--- src/rtl/array_stream_packer.sv ---
// Serial-to-parallel packer: gathers N WIDTH-bit words into one flat array and holds it until accepted.
// Optional ARRAY_PACK_CHECKSUM_EN adds out_sum, a mod-2^WIDTH sum of the packed elements.

module array_stream_packer_slot #(
  parameter int WIDTH = 8
) (
  input  logic             clk,
  input  logic             rst,
  input  logic             load,
  input  logic [WIDTH-1:0] d,
  output logic [WIDTH-1:0] q
);
  always_ff @(posedge clk or posedge rst) begin
    if (rst)       q <= '0;
    else if (load) q <= d;
  end
endmodule

module array_stream_packer #(
  parameter int N     = 5,
  parameter int WIDTH = 8
) (
  input  logic               clk,
  input  logic               rst,
  input  logic               in_valid,
  output logic               in_ready,
  input  logic [WIDTH-1:0]   in_data,
  output logic               out_valid,
  input  logic               out_ready,
  output logic [N*WIDTH-1:0] out_flat
`ifdef ARRAY_PACK_CHECKSUM_EN
  ,
  output logic [WIDTH-1:0]   out_sum
`endif
);
  localparam int CNT_W = (N > 1) ? $clog2(N) : 1;

  typedef enum logic {FILL, HOLD} state_t;

  state_t                     state_q, state_d;
  logic [CNT_W-1:0]           count_q, count_d;
  logic                       accept;
  logic                       last;
  logic [N-1:0][WIDTH-1:0]    elem;

  assign last = (count_q == CNT_W'(N - 1));

  always_ff @(posedge clk or posedge rst) begin
    if (rst) begin
      state_q <= FILL;
      count_q <= '0;
    end else begin
      state_q <= state_d;
      count_q <= count_d;
    end
  end

  // Handshake flags come from state alone; no out_ready -> in_ready path.
  always_comb begin
    state_d   = state_q;
    count_d   = count_q;
    in_ready  = 1'b0;
    out_valid = 1'b0;
    accept    = 1'b0;
    case (state_q)
      FILL: begin
        in_ready = 1'b1;
        accept   = in_valid;
        if (in_valid) begin
          if (last) begin
            count_d = '0;
            state_d = HOLD;
          end else begin
            count_d = count_q + 1'b1;
          end
        end
      end
      HOLD: begin
        out_valid = 1'b1;
        if (out_ready) state_d = FILL;
      end
      default: state_d = FILL;
    endcase
  end

  for (genvar i = 0; i < N; i++) begin : g_slot
    array_stream_packer_slot #(.WIDTH(WIDTH)) u_slot (
      .clk  (clk),
      .rst  (rst),
      .load (accept && (count_q == CNT_W'(i))),
      .d    (in_data),
      .q    (elem[i])
    );
  end

  assign out_flat = elem;

`ifdef ARRAY_PACK_CHECKSUM_EN
  // First word of each array reloads the sum so nothing carries across arrays.
  always_ff @(posedge clk or posedge rst) begin
    if (rst)         out_sum <= '0;
    else if (accept) out_sum <= (count_q == '0) ? in_data : out_sum + in_data;
  end
`endif
endmodule

--- config.mk ---
export PLATFORM = sky130hd
export DESIGN_NAME = array_stream_packer
export DESIGN_NICKNAME = d
export VERILOG_FILES = /design/src/rtl/array_stream_packer.sv
export SDC_FILE = /design/constraint.sdc
export NUM_CORES = 1
export LEC_CHECK = 0
export ABC_AREA = 1
export BUFFER_PORTS_ARGS = -buffer_cell sky130_fd_sc_hd__buf_2
export CORE_ASPECT_RATIO = 1.25
export CORE_UTILIZATION = 53
export CTS_BUF_LIST = sky130_fd_sc_hd__clkbuf_4
export DETAILED_ROUTE_END_ITERATION = 8
export HOLD_SLACK_MARGIN = 0.08
export PLACE_DENSITY = 0.82
export SYNTH_ARGS = -nofsm -noshare
export SYNTH_HDL_FRONTEND = slang
export SYNTH_HIERARCHICAL = 1
export SYNTH_SLANG_ARGS = --single-unit
export TNS_END_PERCENT = 50
--- constraint.sdc ---
create_clock -name clk -period 1.5 [get_ports clk]
set_input_delay 0 -clock clk [delete_from_list [all_inputs] [get_ports clk]]
set_output_delay 0 -clock clk [all_outputs]
set_load 0.005 [all_outputs]
==> impl_results.md <==
- Max frequency: 730 MHz
- CTS tree: yes
- Number of global-route vias before repair: 1476
- Final Wtd Congestion: 0.755
- Commonest non-fill, non-tap cell in the layout: nand2_1
- DRC Markers: 0
- Antenna Nets Post-Route: 0
- Post-Route Utilization: 72.5%
- Leak Pwr: 1.40 nW
- Worst skew pair latency: 350 ps
- Syn-to-layout area delta: 27.6%
- Logic pwr share: 37.9%
- Detailed placement HPWL: 2.93 mm
- Switch Pwr: 0.00157 W
- Num CTS Buffers: 5
- Syn Nets: 230
- Min cycle time layout: 1370 ps
- PwrDens: 1880 nW/um^2
- Initial DRC Count: 28
- Synth warnings: 6
- Worst-margin pin slew: 310 ps
- GRT overflow: 0
- Share of post-route cells with drive strength above 1: 27.6%
- Max layer used: met4
- Routed len/inst: 13.0 um
- Largest net degree at the start of global routing: 14
- IO buf count: 53
- Worst hold slack: 120 ps
- RSZ-0062 raised after global routing: false
- Xor and xnor area share after synthesis: 0%
- Worst setup SP type: flop
- Post-synthesis average cell area: 8.67 um^2
- Buf/Inv on CP: 3
- Max-slew violations: 0
- CTS Root Cell: clkbuf_4
- Seq cells post-synth: 44
- Crit path required time: 1750 ps
- Worst path slowest cell: dfrtp_1
- GR Util All Layers: 25.7%
- Largest family of logic cells by synthesized area: simple AND/OR/NAND/NOR gates
- Width of the die: 54.8 um
- Sequential share of the synthesized area: 59.6%
- Max-cap check violation count: 0
- Most frequent cells in the layout: nand2_1, buf_2, dfrtp_1
- Largest stage delay, worst path: 430 ps
- Antenna violations before repair: 0
- Hold crit path type: in2async
- Routed vias: 1597
- Drt via density: 4.94
- Fillers: 257
- Final hold vios: 0
- Mux contribution to synthesized area: 0%
- Slew HR: 79.3%
- Antenna diodes: 0
- Number of top-level pins: 54
- Cell Chain, Critical Path: inv_1 -> ha_1 -> nand2_1 -> nor2_2 -> buf_12 -> inv_2 -> nand2_1 -> nand2_1
- CP Class: reg2reg
- Drt pass-1 iters: 4
- Final Net Count: 302
- Post-synthesis cell area: 1850 um^2
- Finish-stage setup viols: 0
- Delay-heaviest family, CP: flip-flops
- Clock slew at reported path FFs: 120 ps
- Synth Area in Compound Gates: 1.49%
- Std-Cell Rows: 23
- Setup TNS: 0 ps
- First-pass GRT wire length: 6.60 mm
- Final worst-path cycle share: 91.4%
- Critical Path Sink Type: flop
- Crit path max fanout: 9
- Library cells used by synthesis: 11
- Htree depth: 2
- Synth Area in Simple Gates: 28.4%
- CTS sink count: 44
- Gate Count Post-Synth: 213
- Adder-cell share of the synthesized area: 3.39%
- Core Area: 3250 um^2
- Clk network pwr share: 16.5%
- Status: finished clean
- Clock Tree Buf Depth: 2
- Starting Density: 56.8%
- CP most frequent cell: nand2_1
- Clock Skews: 9.65 ps
- Internal: 0.00285 W
- Die area: 3730 um^2
- Peak supply drop: 1.10 mV
- Post-Route WL: 4.20 mm
- Data arrival time of the worst path: 1620 ps
- Seq pwr share: 45.7%
- Net Sw Frac: 35.5%
- DR WL met3: 183 um
- Post-Route M1 WL: 1.75 mm
- Die span in y: 68.0 um
- Met2 Wirelength: 2.16 mm
worst register-to-register path, stage by stage (launching register included):
cell and delay [ps]:
dfrtp_1 430, inv_1 110, ha_1 180, nand2_1 90
nor2_2 140, buf_12 140, inv_2 70, nand2_1 60
nand2_1 50
kinds of logic (layout without fill, tap and decap cells):
family | after synthesis | after routing
and+or+nand+nor | 137 | 137
AOI/OAI and AO/OA | 4 | 4
adders and majority gates | 5 | 5
DFF | 44 | 44
buffers and inverters | 23 | 96
per-stage QoR:
stage / worst slack [ps] / std cells / power [W] / cell area, um^2
CTS: 55.4 / 322 / 0.00442 / 2340
floorplan: 215 / 213 / 0.00293 / 1850
detailed placement: -22.1 / 303 / 0.00366 / 2150
global route: 19.1 / 323 / 0.00483 / 2360
global placement: 53.2 / 303 / 0.00357 / 2150
finish: 129 / 323 / 0.00442 / 2360
routing by layer:
layer	GRT usage (%)	up-vias
li1	-	775
met1	30.6	757
met2	41.6	53
met3	7.11	12
met4	12.5	0
met5	0	-
state kept, by name (all words and copies together) (netlist names):
register / count
count_q: 3
g_slot.u_slot/q: 40
state_q: 1
final timing paths:
check                                             end                   from  slack, ps  depth (start not counted)
worst max-delay path            g_slot[4].u_slot/q[0]             count_q[0]        130                          8
worst min-delay path                       count_q[2]                    rst        120                          3
worst max register to register  g_slot[4].u_slot/q[0]             count_q[0]        130                          8
worst min register to register  g_slot[1].u_slot/q[1]  g_slot[1].u_slot/q[1]        480                          2
max in group asynchronous       g_slot[1].u_slot/q[1]                    rst       1080                          3
min in group clk                              state_q              out_ready        450                          4
cell type report:
type                    count  area, um^2  share of cell area (%)
repair buffers             71         440                    18.7
clock buffers               6        45.0                    1.91
flip-flops and latches     44        1100                    46.7
clock inverters             2        35.0                    1.49
well taps                  37        46.3                    1.96
multi-input cells         146         624                    26.5
inverters                  17        63.8                    2.71
power by group through the flow:
stage / clock [W] / combinational [W] / sequential (W)
floorplan: 0 / 0.000873 / 0.00206
global placement: 0 / 0.00156 / 0.00201
detailed placement: 0 / 0.00162 / 0.00203
CTS: 0.000752 / 0.00165 / 0.00201
global route: 0.000811 / 0.00194 / 0.00207
finish: 0.000728 / 0.00167 / 0.00202
cell usage after synthesis:
cell | number | area (um^2)
nand2_4 | 1 | 11.3
o21ai_1 | 2 | 10.0
dfrtp_1 | 44 | 1100
buf_6 | 6 | 67.6
ha_1 | 5 | 62.6
nor2_1 | 5 | 18.8
or2_1 | 1 | 6.26
nand2_1 | 130 | 488
inv_1 | 11 | 41.3
inv_2 | 6 | 22.5
o21ai_2 | 2 | 17.5
timing repair:
action	CTS	global route
setup endpoints to repair	8	16
hold buffers	11	0
setup buffers	0	1
pin swaps	0	1
resized for setup	1	2
endpoints found under the hold margin	88	0
(Power assumes the default switching activity.)
